**src/rtl/gray_fifo_pkg.sv**
```systemverilog
// ---------------------------------------------------------------------------
// gray_fifo_pkg
// Shared definitions for the dual-clock FIFO pointer controllers.
//   ADDR_W_DEFAULT : default RAM address width (depth = 2**ADDR_W)
//   wstate_e       : write-side controller states INIT / RUN / FULL
//   bin2gray       : binary to reflected Gray code, b ^ (b >> 1)
// ---------------------------------------------------------------------------
package gray_fifo_pkg;

    localparam int ADDR_W_DEFAULT = 4;

    typedef enum logic [1:0] {
        INIT = 2'd0,
        RUN  = 2'd1,
        FULL = 2'd2
    } wstate_e;

    // Works on a 32-bit container; callers zero-extend and truncate to their width.
    function automatic logic [31:0] bin2gray(input logic [31:0] b);
        return b ^ (b >> 32'd1);
    endfunction

endpackage

```
**src/rtl/gray_to_binary.sv**
```systemverilog
// ---------------------------------------------------------------------------
// gray_to_binary
// Combinational Gray to binary decoder: each binary bit is the XOR of all
// Gray bits at or above its position (prefix XOR from the MSB).
//   W    : code width
//   gray : Gray-coded input, W bits
//   bin  : binary output, W bits
// ---------------------------------------------------------------------------
module gray_to_binary #(
    parameter int W = 5
) (
    input  logic [W-1:0] gray,
    output logic [W-1:0] bin
);

    for (genvar i = 0; i < W; i++) begin : g_bit
        assign bin[i] = ^gray[W-1:i];
    end

endmodule

```
**src/rtl/gray_wptr_ctrl.sv**
```systemverilog
// ---------------------------------------------------------------------------
// gray_wptr_ctrl
// Write-side pointer controller for a dual-clock FIFO. Accepts push
// handshakes, steps a binary write pointer, publishes it in Gray code for the
// read domain and flags full against the synchronised Gray read pointer.
//
// Optional feature macro: GRAY_WPTR_AF_EN adds the almost_full output
// (registered, level >= AF_THRESH) and the AF_THRESH parameter.
//
// Ports:
//   clk            : single clock, rising edge
//   rst_n          : synchronous active-low reset
//   wr_valid       : producer offers a word
//   wr_ready       : controller can accept a word
//   rptr_gray_sync : Gray read pointer, already synchronised into clk
//   wr_en          : RAM write strobe (wr_valid & wr_ready, combinational)
//   waddr          : RAM write address (low bits of the binary pointer)
//   wptr_gray      : registered Gray write pointer for the read domain
//   full           : registered full flag
//   overflow_err   : sticky, set when a push is attempted while full
//   almost_full    : registered almost-full flag (GRAY_WPTR_AF_EN only)
// ---------------------------------------------------------------------------
module gray_wptr_ctrl
    import gray_fifo_pkg::*;
#(
    parameter int ADDR_W = ADDR_W_DEFAULT
`ifdef GRAY_WPTR_AF_EN
    , parameter int AF_THRESH = 12
`endif
) (
    input  logic              clk,
    input  logic              rst_n,
    input  logic              wr_valid,
    output logic              wr_ready,
    input  logic [ADDR_W:0]   rptr_gray_sync,
    output logic              wr_en,
    output logic [ADDR_W-1:0] waddr,
    output logic [ADDR_W:0]   wptr_gray,
    output logic              full,
    output logic              overflow_err
`ifdef GRAY_WPTR_AF_EN
    , output logic            almost_full
`endif
);

    localparam int PTR_W = ADDR_W + 1;
    localparam logic [PTR_W-1:0] PTR_ZERO = {PTR_W{1'b0}};
    localparam logic [PTR_W-1:0] PTR_ONE  = {{ADDR_W{1'b0}}, 1'b1};

    wstate_e          state_r;
    wstate_e          state_next_s;
    logic [PTR_W-1:0] wbin_r;
    logic [PTR_W-1:0] wptr_gray_r;
    logic             full_r;
    logic             overflow_r;
    logic [PTR_W-1:0] wbin_next_s;
    logic [PTR_W-1:0] wgray_next_s;
    logic [PTR_W-1:0] rptr_full_cmp_s;
    logic             full_cmp_s;
    logic             wr_ready_s;
    logic             wr_en_s;

    // Next-state logic: INIT always yields to RUN; RUN and FULL follow the full compare.
    always_comb begin
        state_next_s = state_r;
        case (state_r)
            INIT: state_next_s = RUN;
            RUN: begin
                if (full_cmp_s) begin
                    state_next_s = FULL;
                end else begin
                    state_next_s = RUN;
                end
            end
            FULL: begin
                if (full_cmp_s) begin
                    state_next_s = FULL;
                end else begin
                    state_next_s = RUN;
                end
            end
            default: state_next_s = INIT;
        endcase
    end

    // FSM outputs: ready only in RUN; gating with rst_n kills a push in a reset cycle.
    always_comb begin
        wr_ready_s = 1'b0;
        case (state_r)
            RUN:     wr_ready_s = rst_n;
            INIT:    wr_ready_s = 1'b0;
            FULL:    wr_ready_s = 1'b0;
            default: wr_ready_s = 1'b0;
        endcase
        wr_en_s = wr_valid & wr_ready_s;
    end

    // Pointer datapath: next pointer, its Gray form and the full compare.
    // Full means the next write pointer equals the read pointer one lap ahead;
    // in Gray code that is the read pointer with its top two bits inverted.
    always_comb begin
        if (wr_en_s) begin
            wbin_next_s = wbin_r + PTR_ONE;
        end else begin
            wbin_next_s = wbin_r;
        end
        wgray_next_s    = PTR_W'(bin2gray(32'(wbin_next_s)));
        rptr_full_cmp_s = {~rptr_gray_sync[ADDR_W:ADDR_W-1], rptr_gray_sync[ADDR_W-2:0]};
        full_cmp_s      = (wgray_next_s == rptr_full_cmp_s);
    end

    // State and pointer registers with synchronous active-low reset.
    always_ff @(posedge clk) begin
        if (!rst_n) begin
            state_r     <= INIT;
            wbin_r      <= PTR_ZERO;
            wptr_gray_r <= PTR_ZERO;
            full_r      <= 1'b0;
            overflow_r  <= 1'b0;
        end else begin
            state_r     <= state_next_s;
            wbin_r      <= wbin_next_s;
            wptr_gray_r <= wgray_next_s;
            full_r      <= full_cmp_s;
            if (wr_valid && (state_r == FULL)) begin
                overflow_r <= 1'b1;
            end else begin
                overflow_r <= overflow_r;
            end
        end
    end

`ifdef GRAY_WPTR_AF_EN
    localparam logic [PTR_W-1:0] AF_LEVEL = PTR_W'(AF_THRESH);

    logic [PTR_W-1:0] rbin_s;
    logic [PTR_W-1:0] level_s;
    logic             almost_full_r;

    gray_to_binary #(
        .W(PTR_W)
    ) u_rptr_g2b (
        .gray(rptr_gray_sync),
        .bin (rbin_s)
    );

    // Fill level after this cycle's push; unsigned subtraction wraps modulo 2**PTR_W.
    always_comb begin
        level_s = wbin_next_s - rbin_s;
    end

    // Almost-full register.
    always_ff @(posedge clk) begin
        if (!rst_n) begin
            almost_full_r <= 1'b0;
        end else begin
            almost_full_r <= (level_s >= AF_LEVEL);
        end
    end

    assign almost_full = almost_full_r;
`endif

    assign wr_ready     = wr_ready_s;
    assign wr_en        = wr_en_s;
    assign waddr        = wbin_r[ADDR_W-1:0];
    assign wptr_gray    = wptr_gray_r;
    assign full         = full_r;
    assign overflow_err = overflow_r;

endmodule

```
**config.mk**
```make
export PLATFORM = sky130hd
export DESIGN_NAME = gray_wptr_ctrl
export DESIGN_NICKNAME = d
export VERILOG_FILES = /design/src/rtl/gray_fifo_pkg.sv /design/src/rtl/gray_to_binary.sv /design/src/rtl/gray_wptr_ctrl.sv
export SDC_FILE = /design/constraint.sdc
export NUM_CORES = 1
export LEC_CHECK = 0
export CAP_MARGIN = 40
export CORE_MARGIN = 2
export CORE_UTILIZATION = 25
export DETAILED_ROUTE_END_ITERATION = 10
export GPL_ROUTABILITY_DRIVEN = 1
export HOLD_SLACK_MARGIN = 0.15
export SLEW_MARGIN = 20
export SYNTH_ARGS = -nofsm -noshare
export SYNTH_HDL_FRONTEND = slang
export SYNTH_HIERARCHICAL = 1
export SYNTH_SLANG_ARGS = --single-unit
```
**constraint.sdc**
```tcl
create_clock -name clk -period 2.2 [get_ports clk]
set_clock_uncertainty 0.05 [all_clocks]
set_input_delay 0.44 -clock clk [delete_from_list [all_inputs] [get_ports clk]]
set_output_delay 0.44 -clock clk [all_outputs]
set_load 0.01 [all_outputs]
```
==> metrics list <==
- TritonCTS created 3 clock buffers.
- HPWL after detailed placement: 1290 um
- Min-Delay Path Class: reg -> reg
- # clock sinks: 13
* Critical path launch point type: flop
- Prior to clock tree synthesis, the placed netlist has a worst setup slack of -0.171 ns.
* Maximum fanout encountered on the critical timing path: 4
* Area growth from synthesis to layout: 47.9%
- Number of hold violations in the final report: 0
- Pins over their slew limit: 0
* Max-slew headroom at the worst pin: 79.4%
* Via-to-Cell Ratio: 4.36
* CP delay by family, top: buffers and inverters
* Final-report setup violation count: 0
- The critical path is of the reg -> out type.
* Area of the mapped netlist: 737 sq um
- Buffers placed on the I/O ports in this run total 20.
- For this design, the CTS-stage hold fixing added 0 buffers.
* Shortest clock period the worst path allows after layout: 2.10 ns
* Worst setup slack after layout: 0.100 ns
- Global route overflow: 0
- Most frequent standard cell in the layout excluding fill and tap cells: sky130_fd_sc_hd__clkdlybuf4s50_1
- The tool flagged a number of max-cap violations equal to 0.
* Initial drt markers: 5
* Crit-path cells: inv_1, ha_1, and2_1, clkdlybuf4s50_1
- For the worst setup path, the data arrival time is 1.61 ns.
- Count of unique library cells instantiated by Yosys: 23
- At the pin with the least slew margin, the transition time is 0.308 ns.
* Switching fraction of total power: 23.9%
- Vias in the first global route: 670
* Post-Syn Nets: 94
- Detailed-route via count: 641
* I/O pin count: 21
- For this design the static power due to leakage is 0.464 nW.
- Count of synthesis-stage warnings from yosys: 6
- In this run the number of H-tree levels came out at 1.
* Placed cells: 143
- Detailed-route wire length: 1570 um
- The floorplan has 19 rows.
* Number of antenna cells inserted: 0
- Effective utilization at floorplan: 26.5%
- VDD sags by at most 273 uV.
- In the final layout, the multi-input gates occupy 443 sq um.
- Status: complete, no violations
- Global-route total usage across every layer: 10.2%
- Part of the total power dissipated in the clock network: 31.2%
- After synthesis the netlist holds a flip-flop and latch count of 13.
* Sequential element share of the synthesized area: 35.3%
* RSZ-0062 raised after global routing: no
- Post-CTS setup repair buffer count: 0
- Excluding fillers, the count of instances in the completed layout stands at 147.
- Among all stages on the critical path, the largest delay is contributed by sky130_fd_sc_hd__clkdlybuf4s50_1.
- Core footprint: 2780 sq um
- Final Cycle Share: 95.4%
* Die width: 58.3 um
* Largest stage delay on the critical path: 0.53 ns
- Mean cell area of the mapped netlist: 9.10 sq um
- After clock tree synthesis, the clock-pin slew on the worst setup and hold paths is 0.08 ns.
* Power spent charging and discharging nets: 0.113 mW
- The worst setup path is captured at a primary output.
- The clock passes through at most 2 buffers.
- After layout, the design draws a total of 0.471 mW.
- Cell chosen for the clock root: sky130_fd_sc_hd__clkbuf_4
- Clock tree from TritonCTS: done
- DRC violations left: 0
- Data required time at the worst endpoint: 1.71 ns
* Areal power density over the cells: 432 nW/um^2
- Fill count: 280
* Total of cells resized after clock tree synthesis: 2
- Die ar.: 3400 sq um
* Final weighted congestion of routability-driven global placement: 0.834
- The first global-routing pass estimated 2680 um of wire.
- Post-route antenna net violation count: 0
- Pin count of the biggest net entering global routing: 9
* Synthesized instance count: 81
- Setup total negative slack: 0 ns
- For this run, the top clock speed supported by timing is 476 MHz.
- The sequential cells in the finished layout cover a total of 260 sq um.
* Final layout net count: 130
* Top library cells by usage in the layout, fill and taps aside: 18 x sky130_fd_sc_hd__clkdlybuf4s50_1, 14 x sky130_fd_sc_hd__buf_4, 13 x sky130_fd_sc_hd__dfxtp_1
- For the worst-skew pair, the clock arrives at the later sink with an insertion delay of 0.27 ns.
- In the final layout, the share of cells above drive strength 1 is 16.4%.
- Combined buffer and inverter count along the critical path: 2
- In the final routed layout, each cell accounts on average for 10.7 um.
- Before antenna repair, the detailed router went through 2 iterations.
- The die is 58.3 um tall.
* Internal power consumption: 0.358 mW
- Antenna violations before repair: 0
- Per report_power, the sequential group accounts for 51.5% of the total.
* Combinational fraction of design power: 17.2%
[layer usage]
layer / part of all wire (%) / GRT usage [%] / up-vias
met2: 52 / 18.0 / 11
li1: - / - / 338
met4: 1.1 / 4.98 / 0
met5: 0 / 0 / -
met1: 44 / 11.6 / 290
met3: 3.4 / 2.20 / 2
[worst paths after layout]
| path | from | slack [ns] | depth (start not counted) | end |
|---|---|---|---|---|
| max reg2reg | state_r[1]$_SDFF_PN0_ | 0.23 | 9 | state_r[1]$_SDFF_PN0_ |
| min | overflow_err$_SDFFE_PN0P_ | 0.45 | 2 | overflow_err$_SDFFE_PN0P_ |
| min reg2reg | overflow_err$_SDFFE_PN0P_ | 0.45 | 2 | overflow_err$_SDFFE_PN0P_ |
| max | state_r[1]$_SDFF_PN0_ | 0.10 | 4 | wr_ready |
[power by group through the flow]
stage	registers [mW]	logic, mW	clock network [mW]
2_1_floorplan	0.251	0.0351	0
6_report	0.243	0.0812	0.147
3_3_place_gp	0.248	0.0828	0
5_1_grt	0.243	0.0891	0.167
3_5_place_dp	0.248	0.0830	0
4_1_cts	0.243	0.0825	0.155
[cells in the mapped netlist]
| cell type | count | share of area (%) |
|---|---|---|
| sky130_fd_sc_hd__dfxtp_1 | 13 | 35 |
| sky130_fd_sc_hd__xnor2_1 | 12 | 14 |
| sky130_fd_sc_hd__nand2_1 | 7 | 3.6 |
| sky130_fd_sc_hd__and2_1 | 6 | 5.1 |
| sky130_fd_sc_hd__ha_1 | 5 | 8.5 |
| sky130_fd_sc_hd__inv_1 | 5 | 2.5 |
| sky130_fd_sc_hd__a21oi_1 | 4 | 2.7 |
| sky130_fd_sc_hd__nor2b_1 | 4 | 3.4 |
| sky130_fd_sc_hd__a21boi_0 | 3 | 3.1 |
| sky130_fd_sc_hd__mux2i_1 | 3 | 4.1 |
| sky130_fd_sc_hd__o21ai_0 | 3 | 2.0 |
| sky130_fd_sc_hd__xor2_1 | 3 | 3.6 |
| sky130_fd_sc_hd__and4_1 | 2 | 2.4 |
| sky130_fd_sc_hd__clkbuf_1 | 2 | 1.0 |
| sky130_fd_sc_hd__a31oi_1 | 1 | 0.85 |
| sky130_fd_sc_hd__and3_1 | 1 | 0.85 |
| sky130_fd_sc_hd__buf_4 | 1 | 1.0 |
| sky130_fd_sc_hd__nand3_2 | 1 | 1.4 |
| sky130_fd_sc_hd__nand4_1 | 1 | 0.85 |
| sky130_fd_sc_hd__nor2_1 | 1 | 0.51 |
| sky130_fd_sc_hd__o21a_1 | 1 | 1.0 |
| sky130_fd_sc_hd__o21ai_2 | 1 | 1.2 |
| sky130_fd_sc_hd__or3_1 | 1 | 0.85 |
[registers in the layout, summed over array words and instances, names as in the netlist]
name / count
full: 1
overflow_err: 1
state_r: 2
wbin_r: 5
wptr_gray: 4
[worst min-delay path, cell delays in order, from the launching register on]
cell                      delay, ns
sky130_fd_sc_hd__dfxtp_1       0.34
sky130_fd_sc_hd__a21oi_1       0.04
sky130_fd_sc_hd__nor2b_1       0.09
[through the flow]
stage	cell area (sq um)	util, %	hold WS (ns)
floorplan	737	-	0.474
global placement	1070	38.3	0.428
detailed placement	1070	38.3	0.437
CTS	1090	39.2	0.459
global route	1090	39.2	0.490
finish	1090	39.2	0.446
[final cells by class]
| cell class | count | share of cell area (%) |
|---|---|---|
| Multi-Input combinational cell | 60 | 40.6 |
| Timing Repair Buffer | 34 | 27.8 |
| Sequential cell | 13 | 23.9 |
| Tap cell | 31 | 3.56 |
| Clock buffer | 4 | 2.41 |
| Inverter | 5 | 1.72 |
[kinds of logic after synthesis]
family	after synthesis	synth area share [%]
and+or+nand+nor	24	18.8
adders and majority gates	5	8.49
muxes	3	4.07
xor gates and xnor gates	15	17.8
AOI/OAI and AO/OA	13	10.9
buffers and inverters	8	4.59
DFF	13	35.3
No activity file was read; power rests on OpenSTA's default activity.
